==> config.mk <==
export PLATFORM = sky130hd
export DESIGN_NAME = enigma_step_ctrl
export DESIGN_NICKNAME = d
export VERILOG_FILES = /design/src/rtl/enigma_pkg.sv /design/src/rtl/onehot_to_letter.sv /design/src/rtl/enigma_step_ctrl.sv
export SDC_FILE = /design/constraint.sdc
export NUM_CORES = 1
export LEC_CHECK = 0
export CORE_MARGIN = 2
export CORE_UTILIZATION = 40
export DETAILED_ROUTE_END_ITERATION = 10
export PLACE_DENSITY = 0.6
export SLEW_MARGIN = 20
export SYNTH_ARGS = -nofsm -noshare
export SYNTH_HDL_FRONTEND = slang
export SYNTH_SLANG_ARGS = --single-unit
==> constraint.sdc <==
create_clock -name clk -period 3.3 [get_ports clk]
set_input_delay 0.495 -clock clk [delete_from_list [all_inputs] [get_ports clk]]
set_output_delay 0.495 -clock clk [all_outputs]
set_load 0.02 [all_outputs]
==> src/rtl/enigma_pkg.sv <==
// Shared types and constants for the Enigma keypress sequencer.
// Letters are encoded A=0 .. Z=25; 31 marks an invalid result.
package enigma_pkg;

  localparam int LETTER_W    = 5;
  localparam int NUM_LETTERS = 26;

  localparam logic [LETTER_W-1:0] LTR_A = 5'd0;
  localparam logic [LETTER_W-1:0] LTR_B = 5'd1;
  localparam logic [LETTER_W-1:0] LTR_C = 5'd2;
  localparam logic [LETTER_W-1:0] LTR_D = 5'd3;
  localparam logic [LETTER_W-1:0] LTR_E = 5'd4;
  localparam logic [LETTER_W-1:0] LTR_F = 5'd5;
  localparam logic [LETTER_W-1:0] LTR_G = 5'd6;
  localparam logic [LETTER_W-1:0] LTR_H = 5'd7;
  localparam logic [LETTER_W-1:0] LTR_I = 5'd8;
  localparam logic [LETTER_W-1:0] LTR_J = 5'd9;
  localparam logic [LETTER_W-1:0] LTR_K = 5'd10;
  localparam logic [LETTER_W-1:0] LTR_L = 5'd11;
  localparam logic [LETTER_W-1:0] LTR_M = 5'd12;
  localparam logic [LETTER_W-1:0] LTR_N = 5'd13;
  localparam logic [LETTER_W-1:0] LTR_O = 5'd14;
  localparam logic [LETTER_W-1:0] LTR_P = 5'd15;
  localparam logic [LETTER_W-1:0] LTR_Q = 5'd16;
  localparam logic [LETTER_W-1:0] LTR_R = 5'd17;
  localparam logic [LETTER_W-1:0] LTR_S = 5'd18;
  localparam logic [LETTER_W-1:0] LTR_T = 5'd19;
  localparam logic [LETTER_W-1:0] LTR_U = 5'd20;
  localparam logic [LETTER_W-1:0] LTR_V = 5'd21;
  localparam logic [LETTER_W-1:0] LTR_W = 5'd22;
  localparam logic [LETTER_W-1:0] LTR_X = 5'd23;
  localparam logic [LETTER_W-1:0] LTR_Y = 5'd24;
  localparam logic [LETTER_W-1:0] LTR_Z = 5'd25;

  localparam logic [LETTER_W-1:0] LETTER_INVALID = 5'd31;

  typedef enum logic [2:0] {
    S_IDLE,
    S_STEP,
    S_SETTLE,
    S_CAPTURE,
    S_OUT
  } state_t;

  function automatic logic letter_ok(
    input logic [LETTER_W-1:0] l
  );
    return l <= LTR_Z;
  endfunction

  function automatic logic [NUM_LETTERS-1:0] letter_onehot(
    input logic [LETTER_W-1:0] l
  );
    logic [NUM_LETTERS-1:0] v;
    v = '0;
    if (letter_ok(l)) v[l] = 1'b1;
    return v;
  endfunction

endpackage

==> src/rtl/onehot_to_letter.sv <==
// Encodes the 26-bit lamp vector into a letter index.
// Flags err and returns 31 unless exactly one bit is set.
module onehot_to_letter
  import enigma_pkg::*;
(
  input  logic [NUM_LETTERS-1:0] lamp,
  output logic [LETTER_W-1:0]    letter,
  output logic                   err
);

  logic [LETTER_W-1:0] idx;
  logic [LETTER_W-1:0] ones;

  // Population count plus index of the (last) set bit.
  always_comb begin
    idx  = '0;
    ones = '0;
    for (int i = 0; i < NUM_LETTERS; i++) begin
      if (lamp[i]) begin
        idx  = LETTER_W'(i);
        ones = ones + 5'd1;
      end
    end
    err    = (ones != 5'd1);
    letter = err ? LETTER_INVALID : idx;
  end

endmodule

==> src/rtl/enigma_step_ctrl.sv <==
// Keypress sequencer: rotor stepping, path drive, lamp capture.
// Every output is a register; reset only clears sequencer state.
module enigma_step_ctrl
  import enigma_pkg::*;
#(
  parameter int PULSE_CYCLES  = 2,
  parameter int SETTLE_CYCLES = 4
) (
  input  logic                   clk,
  input  logic                   reset,
  input  logic                   key_valid,
  input  logic [LETTER_W-1:0]    key_letter,
  output logic                   key_ready,
  input  logic                   notch_r,
  input  logic                   notch_m,
  output logic                   rotate_r,
  output logic                   rotate_m,
  output logic                   rotate_l,
  output logic [NUM_LETTERS-1:0] path_out,
  input  logic [NUM_LETTERS-1:0] lamp_in,
  output logic                   out_valid,
  output logic [LETTER_W-1:0]    out_letter,
  output logic                   out_err,
  input  logic                   out_ready
);

  localparam int MAXC =
    (PULSE_CYCLES > SETTLE_CYCLES) ?
    PULSE_CYCLES : SETTLE_CYCLES;
  localparam int CNT_W = $clog2(MAXC) + 1;

  localparam logic [CNT_W-1:0] P_LOAD =
    CNT_W'(PULSE_CYCLES - 1);
  localparam logic [CNT_W-1:0] S_LOAD =
    CNT_W'(SETTLE_CYCLES - 1);

  state_t                 state, state_n;
  logic [CNT_W-1:0]       cnt, cnt_n;
  logic                   bad_q, bad_n;
  logic                   sel_m_q, sel_m_n;
  logic                   sel_l_q, sel_l_n;
  logic                   key_ready_n;
  logic                   rot_r_n, rot_m_n, rot_l_n;
  logic [NUM_LETTERS-1:0] path_n;
  logic                   out_valid_n;
  logic [LETTER_W-1:0]    out_letter_n;
  logic                   out_err_n;

  logic [LETTER_W-1:0]    dec_letter;
  logic                   dec_err;
  logic                   accept;
  logic                   cnt_zero;

  onehot_to_letter u_dec (
    .lamp   (lamp_in),
    .letter (dec_letter),
    .err    (dec_err)
  );

  assign accept   = key_valid & key_ready;
  assign cnt_zero = (cnt == '0);

  // Next-state and next-output logic; everything holds by default.
  always_comb begin
    state_n      = state;
    cnt_n        = cnt;
    bad_n        = bad_q;
    sel_m_n      = sel_m_q;
    sel_l_n      = sel_l_q;
    rot_r_n      = rotate_r;
    rot_m_n      = rotate_m;
    rot_l_n      = rotate_l;
    path_n       = path_out;
    out_valid_n  = out_valid;
    out_letter_n = out_letter;
    out_err_n    = out_err;
    unique case (state)
      S_IDLE: begin
        if (accept) begin
          state_n = S_STEP;
          cnt_n   = P_LOAD;
          bad_n   = ~letter_ok(key_letter);
          sel_m_n = notch_r | notch_m;
          sel_l_n = notch_m;
          rot_r_n = ~bad_n;
          rot_m_n = ~bad_n & sel_m_n;
          rot_l_n = ~bad_n & sel_l_n;
          path_n  = letter_onehot(key_letter);
        end
      end
      S_STEP: begin
        rot_r_n = ~bad_q & ~cnt_zero;
        rot_m_n = ~bad_q & sel_m_q & ~cnt_zero;
        rot_l_n = ~bad_q & sel_l_q & ~cnt_zero;
        if (!cnt_zero) begin
          cnt_n = cnt - 1'b1;
        end else if (bad_q) begin
          state_n = S_CAPTURE;
          cnt_n   = '0;
        end else begin
          state_n = S_SETTLE;
          cnt_n   = S_LOAD;
        end
      end
      S_SETTLE: begin
        if (!cnt_zero) begin
          cnt_n = cnt - 1'b1;
        end else begin
          state_n = S_CAPTURE;
          cnt_n   = '0;
        end
      end
      S_CAPTURE: begin
        state_n      = S_OUT;
        path_n       = '0;
        out_valid_n  = 1'b1;
        out_err_n    = bad_q | dec_err;
        out_letter_n = out_err_n ? LETTER_INVALID
                                 : dec_letter;
      end
      S_OUT: begin
        if (out_ready) begin
          state_n     = S_IDLE;
          out_valid_n = 1'b0;
        end
      end
      default: begin
        state_n = S_IDLE;
      end
    endcase
    key_ready_n = (state_n == S_IDLE);
  end

  // State, counter and registered outputs.
  always_ff @(posedge clk or posedge reset) begin
    if (reset) begin
      state      <= S_IDLE;
      cnt        <= '0;
      bad_q      <= 1'b0;
      sel_m_q    <= 1'b0;
      sel_l_q    <= 1'b0;
      key_ready  <= 1'b0;
      rotate_r   <= 1'b0;
      rotate_m   <= 1'b0;
      rotate_l   <= 1'b0;
      path_out   <= '0;
      out_valid  <= 1'b0;
      out_letter <= '0;
      out_err    <= 1'b0;
    end else begin
      state      <= state_n;
      cnt        <= cnt_n;
      bad_q      <= bad_n;
      sel_m_q    <= sel_m_n;
      sel_l_q    <= sel_l_n;
      key_ready  <= key_ready_n;
      rotate_r   <= rot_r_n;
      rotate_m   <= rot_m_n;
      rotate_l   <= rot_l_n;
      path_out   <= path_n;
      out_valid  <= out_valid_n;
      out_letter <= out_letter_n;
      out_err    <= out_err_n;
    end
  end

endmodule

-- Word-level counts from Yosys, hierarchy flattened
Index checks and enable logic that the tools add are counted.
- bits in registers: 46
- output and inout bits: 37
- add/subtract/negate cells: 26
- order comparisons: 3
- equal/unequal tests: 7
- multiplexer cells: 77
- bitwise operators: 13
- reduce and logical (&&, ||, !) cells: 13
- operators by type and width (cell ; count):
    $mux W5 ; 37
    $add A5 B1 Y5 const B ; 24
    $mux W26 ; 2
    $pmux W26 S2 ; 1
    $mux W3 ; 11
    $mux W4 ; 8
    $pmux W3 S5 ; 1
    $reduce_and A2 Y1 ; 5
    $logic_not A3 Y1 ; 3
    $pmux W3 S3 ; 1
    $and A1 B1 Y1 ; 8
    $mux W1 ; 8
    $pmux W1 S2 ; 4
    $eq A3 B2 Y1 const B ; 2
    $lt A5 B6 Y1 const B ; 1
    $mux W2 ; 3
    $reduce_bool A2 Y1 ; 3
    $demux W1 S5 ; 1
    $ge A5 B1 Y1 const B ; 1
    $le A5 B5 Y1 const B ; 1
    $ne A5 B1 Y1 const B ; 1
    $ne A2 B2 Y1 const B ; 2
    $eq A3 B1 Y1 const B ; 1
    $eq A3 B3 Y1 const B ; 1
    other kinds (6) ; 9

-- Longest topological paths before layout
- word-level depth: 54
- mapped depth: 82

-- Cells and area by module
From an unflattened synthesis, not the netlist that was laid out.
- cells, all modules: 643
- area total of the unflattened synthesis: 5502.8 um2
- modules (own cells, without submodules) (module ; times used ; cells an instance ; area each (um2) ; sequential area each (um2)):
    onehot_to_letter ; 1 ; 449 ; 3281.9 ; 0.0
    enigma_step_ctrl ; 1 ; 194 ; 2220.9 ; 1151.1

-- Worst setup path after synthesis
No wires, ideal clock.
- path kind: in2reg
- start point: input port lamp_in[0]
- end point: register out_letter[4]
- setup time: 88 ps
- arrival time: 14830 ps
- slack: -11618 ps
- stages: 80
- buffers on the path: 0
- cell sequence: ha_1 nor2_1 nor2_1 ha_1 nand2_1 o31ai_1 ha_1 mux2_2 ha_1 nand2_1 o41ai_4 nor2_2 inv_1 ha_1 nand2b_1 o31a_1 ha_1 mux2_2 (+44 left out) mux2_2 ha_1 nand2_1 a21bo_2 ha_1 mux2i_1 inv_1 ha_1 nand2_1 o21ai_0 ha_1 nor3_1 a311oi_1 a21oi_1 nand4b_1 a21oi_1 mux2_4 a41oi_1
- cells in the longest elaborated chain, start to end: 54
- RTL lines (what ; RTL line ; text):
    start: declaration ; enigma_step_ctrl.sv:20 ; input logic [NUM_LETTERS-1:0] lamp_in,
    $mux W1 (*) ; onehot_to_letter.sv:19 ; if (lamp[i]) begin
    $add A1 B1 Y2 ; onehot_to_letter.sv:21 ; ones = ones + 5'd1;
    $mux W5 (*) ; onehot_to_letter.sv:19 ;
    $add A5 B1 Y5 ; onehot_to_letter.sv:21 ;
    $mux W5 (*) ; onehot_to_letter.sv:19 ;
    $add A5 B1 Y5 ; onehot_to_letter.sv:21 ;
    $mux W5 (*) ; onehot_to_letter.sv:19 ;
    $add A5 B1 Y5 ; onehot_to_letter.sv:21 ;
    (+38 left out) ; - ;
    $mux W5 (*) ; onehot_to_letter.sv:19 ;
    $add A5 B1 Y5 ; onehot_to_letter.sv:21 ;
    $mux W5 (*) ; onehot_to_letter.sv:19 ;
    $add A5 B1 Y5 ; onehot_to_letter.sv:21 ;
    $mux W5 (*) ; onehot_to_letter.sv:19 ;
    $ne A5 B1 Y1 (*) ; onehot_to_letter.sv:24 ; err = (ones != 5'd1);
    $mux W5 / $or A1 B1 Y1 (equally long branches) ; onehot_to_letter.sv:25, enigma_step_ctrl.sv:117 ;
    $mux W5 (*) ; enigma_step_ctrl.sv:118 ; out_letter_n = out_err_n ? LETTER_INVALID
    end signal: assignment ; enigma_step_ctrl.sv:162 ; out_letter <= out_letter_n;
    end: declaration ; enigma_step_ctrl.sv:22 ; output logic [LETTER_W-1:0] out_letter,
Every way passes the cells marked *; elsewhere a longest branch is shown, timed or not.
A chain may end at the register's enable or synchronous reset.

-- Worst setup path in the final report
- start point: input port lamp_in[1]
- end point: register out_letter[4]
- cells in the longest elaborated chain, start to end: 52
- RTL lines (what ; RTL line):
    $mux W5 (*) ; onehot_to_letter.sv:19
    $add A5 B1 Y5 ; onehot_to_letter.sv:21
    $mux W5 (*) ; onehot_to_letter.sv:19
    $add A5 B1 Y5 ; onehot_to_letter.sv:21
    $mux W5 (*) ; onehot_to_letter.sv:19
    $add A5 B1 Y5 ; onehot_to_letter.sv:21
    $mux W5 (*) ; onehot_to_letter.sv:19
    $add A5 B1 Y5 ; onehot_to_letter.sv:21
    (+36 left out) ; -
    $mux W5 (*) ; onehot_to_letter.sv:19
    $add A5 B1 Y5 ; onehot_to_letter.sv:21
    $mux W5 (*) ; onehot_to_letter.sv:19
    $add A5 B1 Y5 ; onehot_to_letter.sv:21
    $mux W5 (*) ; onehot_to_letter.sv:19
    $ne A5 B1 Y1 (*) ; onehot_to_letter.sv:24
    $mux W5 / $or A1 B1 Y1 (equally long branches) ; onehot_to_letter.sv:25, enigma_step_ctrl.sv:117
    $mux W5 (*) ; enigma_step_ctrl.sv:118
Marks and branches as above.

==> results.md <==
* Register bit total from synthesis at 46
* Crit path DAT at ~14 ns
* Final hold vios at 0
* R2r setup slk at between 1 and 1.5 ns
* Reg-to-reg endpoint: path_out[25]$_DFFE_PP0P_
* Worst setup path endpoint: out_letter[4]$_DFFE_PP0P_
* Port Buffers at 73
* Die ar. at 13900 um^2
* Cts bufs inserted at 5
* Hold_buf cts at 0
* Tmin final at about 14 ns
* DIE HEIGHT at 118 um
* Gate count after technology mapping at approximately 590
* Most used cell, CP: ha_4
* Vias per std cell at 5.15
* Drt pass-1 iters at 5
* Tot GR Track Use at 21.4%
* Failing checks: negative setup slack
* FILL cells at around 1100
* Startpoint of the worst register-to-register path: state[1]$_DFF_PP0_
* Final instance area at about 8100 um^2
* Final nets at about 900
* # IOs at between 70 and 80
* Final Max Tran Viols at 0
* Rows at 41
* Via Count at 5193
* Worst setup EP type: flip-flop
* HPWL after detailed placement at 11500 um
* CTS Root Cell: clkbuf_16
* Least-Margin Pin Slew at approximately 0.80 ns
* CTS sink cnt at 46
* Distinct cell type count after synthesis at 78
* Initial antenna violation count at 0
* Placed standard-cell area at 7490 um^2
* DR WL met2 at 7020 um
* Die width at about 120 um
* Synth Net Count at 655
* Fmax at approximately 0.07 GHz
* Tcrit/Tclk final at 425%
* Run status: complete, but fails checks
* WL met3 at 667 um
* RSZ-0062 raised after global routing: true
* Worst hold path class: reg2reg
* Syn Area/Cell at 8.79 um^2
* # diodes at 0
* EDFF count, synth at 0
* Slew HR at 46.1%
* CTS H-tree depth at 2
* Most used DFF post-synth: dfrtp_1
* Final WS setup at -10.72 ns
* Setup Slack @ Placement at -12.02 ns
* Seq/Total Area, Yosys at 22.2%
* Yosys Warn Count at 0
* Clk_lat worst skew at about 0.29 ns
* Area Overhead vs Synth at 56.8%
* Largest net degree at the start of global routing at 47
* Finish-stage setup viols at 6
* First DRT Iteration DRCs at around 220
* Routed len/inst at 14.9 um
* Largest fanout on the critical path at 6
* TritonCTS clock tree: built
* Core area at 12700 um^2
* Beginning of the critical path: lamp_in[1]
* Routed wire length at 15100 um
* Slowest stage delay, CP at 0.37 ns
* Vias in the first global route at 5294
* Cell Area, Synth at 5190 um^2
* Post-Route M1 WL at 7030 um
* DRC viols at 0
* Crit Path Class: in2reg
* Layout cells sized above 1 at 37.0%
* Clock Pin Slew Worst Setup and Hold Paths at approximately 0.060 ns
* ANT nets after route at 0
* First-pass GRT wire length at roughly 25000 um
* Clock skew at around 0.0049 ns
* CP max-delay cell: a221o_1
* GPL Wtd Cong at 0.868
* Initial Util at 41.0%
* CP Launch Type: primary input
* CTS max path bufs at 2
* R2r worst-path depth at 4
* Commonest non-fill, non-tap cell in the layout: buf_4
* Async set-or-reset flop fraction in the synthesized netlist at 100%
* Grt ovf at 0
* Max Cap Viol at 0
* Most frequent cells in the layout: buf_4, clkdlybuf4s50_1, nor2_1, nand2_1, dfrtp_1
* Top Metal Used: met4
* Required time worst endpoint at around 3.4 ns
-- area by class of cell --
cell class / count / area [um^2] / share of cell area, %
Multi-Input combinational cell: 487 / 4260 / 52.3
Timing Repair Buffer: 267 / 2200 / 27.0
Sequential cell: 46 / 1150 / 14.1
Tap cell: 172 / 215 / 2.64
Clock buffer: 5 / 125 / 1.54
Inverter: 28 / 124 / 1.52
Clock inverter: 3 / 68.8 / 0.845
-- metrics by stage --
step,setup TNS (ns),hold WS (ns),utilization (%),cells
floorplan,-65.99,0.446,-,591
global placement,-69.31,0.462,59.1,972
detailed placement,-71.87,0.474,59.1,972
CTS,-66.61,0.489,62.4,998
global route,-67.77,0.523,64.3,1008
finish,-64.09,0.479,64.3,1008
-- repair_timing --
item | 4_1_cts | 5_1_grt
gates resized for setup | 25 | 29
setup endpoints to repair | 6 | 6
buffers inserted | 18 | 12
pin swaps | 50 | 42
-- synth_stat cells, types with 7 or more instances --
cell / instances / share of area (%)
a21oi_1: 34 / 3.3
a22o_1: 26 / 4.4
a31oi_1: 7 / 0.84
and2_1: 8 / 0.96
clkbuf_1: 24 / 1.7
dfrtp_1: 46 / 22
ha_1: 27 / 6.5
inv_1: 26 / 1.9
mux2i_1: 9 / 1.7
nand2_1: 58 / 4.2
nand2b_1: 10 / 1.2
nand3_1: 8 / 0.77
nor2_1: 60 / 4.3
nor2b_1: 8 / 0.96
nor3_1: 14 / 1.3
nor3b_1: 10 / 1.4
o21ai_0: 15 / 1.4
xnor2_1: 39 / 6.6
xnor2_2: 10 / 3.1
xnor3_1: 9 / 3.9
xor2_1: 18 / 3.0
-- state kept, by name, indices dropped and copies added, names as in the netlist --
signal and cells:
path_out 26, sel_m_q 1, rotate_m 1, cnt 3
rotate_l 1, state 3, bad_q 1, key_ready 1
sel_l_q 1, out_letter 5, rotate_r 1, out_valid 1
out_err 1
-- layer usage --
metal,global-route usage [%],vias to the layer above
li1,-,2583
met1,28.5,2464
met2,35.7,116
met3,3.83,30
met5,0,-
met4,5.80,0
-- critical path: cells and delay by family --
kind | cells | cell delay (ns)
adder cells (fa/ha/maj) | 24 | 6.02
AO/OA/AOI/OAI | 20 | 2.99
AND/OR/NAND/NOR | 19 | 1.87
multiplexers | 8 | 1.77
XOR/XNOR | 4 | 0.61
buffers and inverters | 7 | 0.41
-- worst min path at each step --
stage / startpoint / to / slack (ns) / cells past startpoint
floorplan: sel_m_q$_DFFE_PP0P_ / sel_m_q$_DFFE_PP0P_ / 0.45 / 2
global placement: sel_m_q$_DFFE_PP0P_ / sel_m_q$_DFFE_PP0P_ / 0.46 / 2
detailed placement: sel_l_q$_DFFE_PP0P_ / sel_l_q$_DFFE_PP0P_ / 0.47 / 2
CTS: sel_l_q$_DFFE_PP0P_ / sel_l_q$_DFFE_PP0P_ / 0.49 / 2
global route: path_out[12]$_DFFE_PP0P_ / path_out[12]$_DFFE_PP0P_ / 0.52 / 1
finish: sel_l_q$_DFFE_PP0P_ / sel_l_q$_DFFE_PP0P_ / 0.48 / 2
-- cell families (layout without fill, tap and decap cells) --
family | Yosys count | in the layout | share of synthesized area (%)
simple gates | 211 | 211 | 20.2
buf+inv | 58 | 303 | 4.77
flops | 46 | 46 | 22.2
xor+xnor | 91 | 91 | 22.9
mux | 15 | 15 | 3.11
compound gates | 141 | 141 | 19.9
fa+ha+maj | 29 | 29 | 6.89
Power is not shown: default switching activity piles up to over one toggle a cycle in this logic, so the estimate is an artifact.
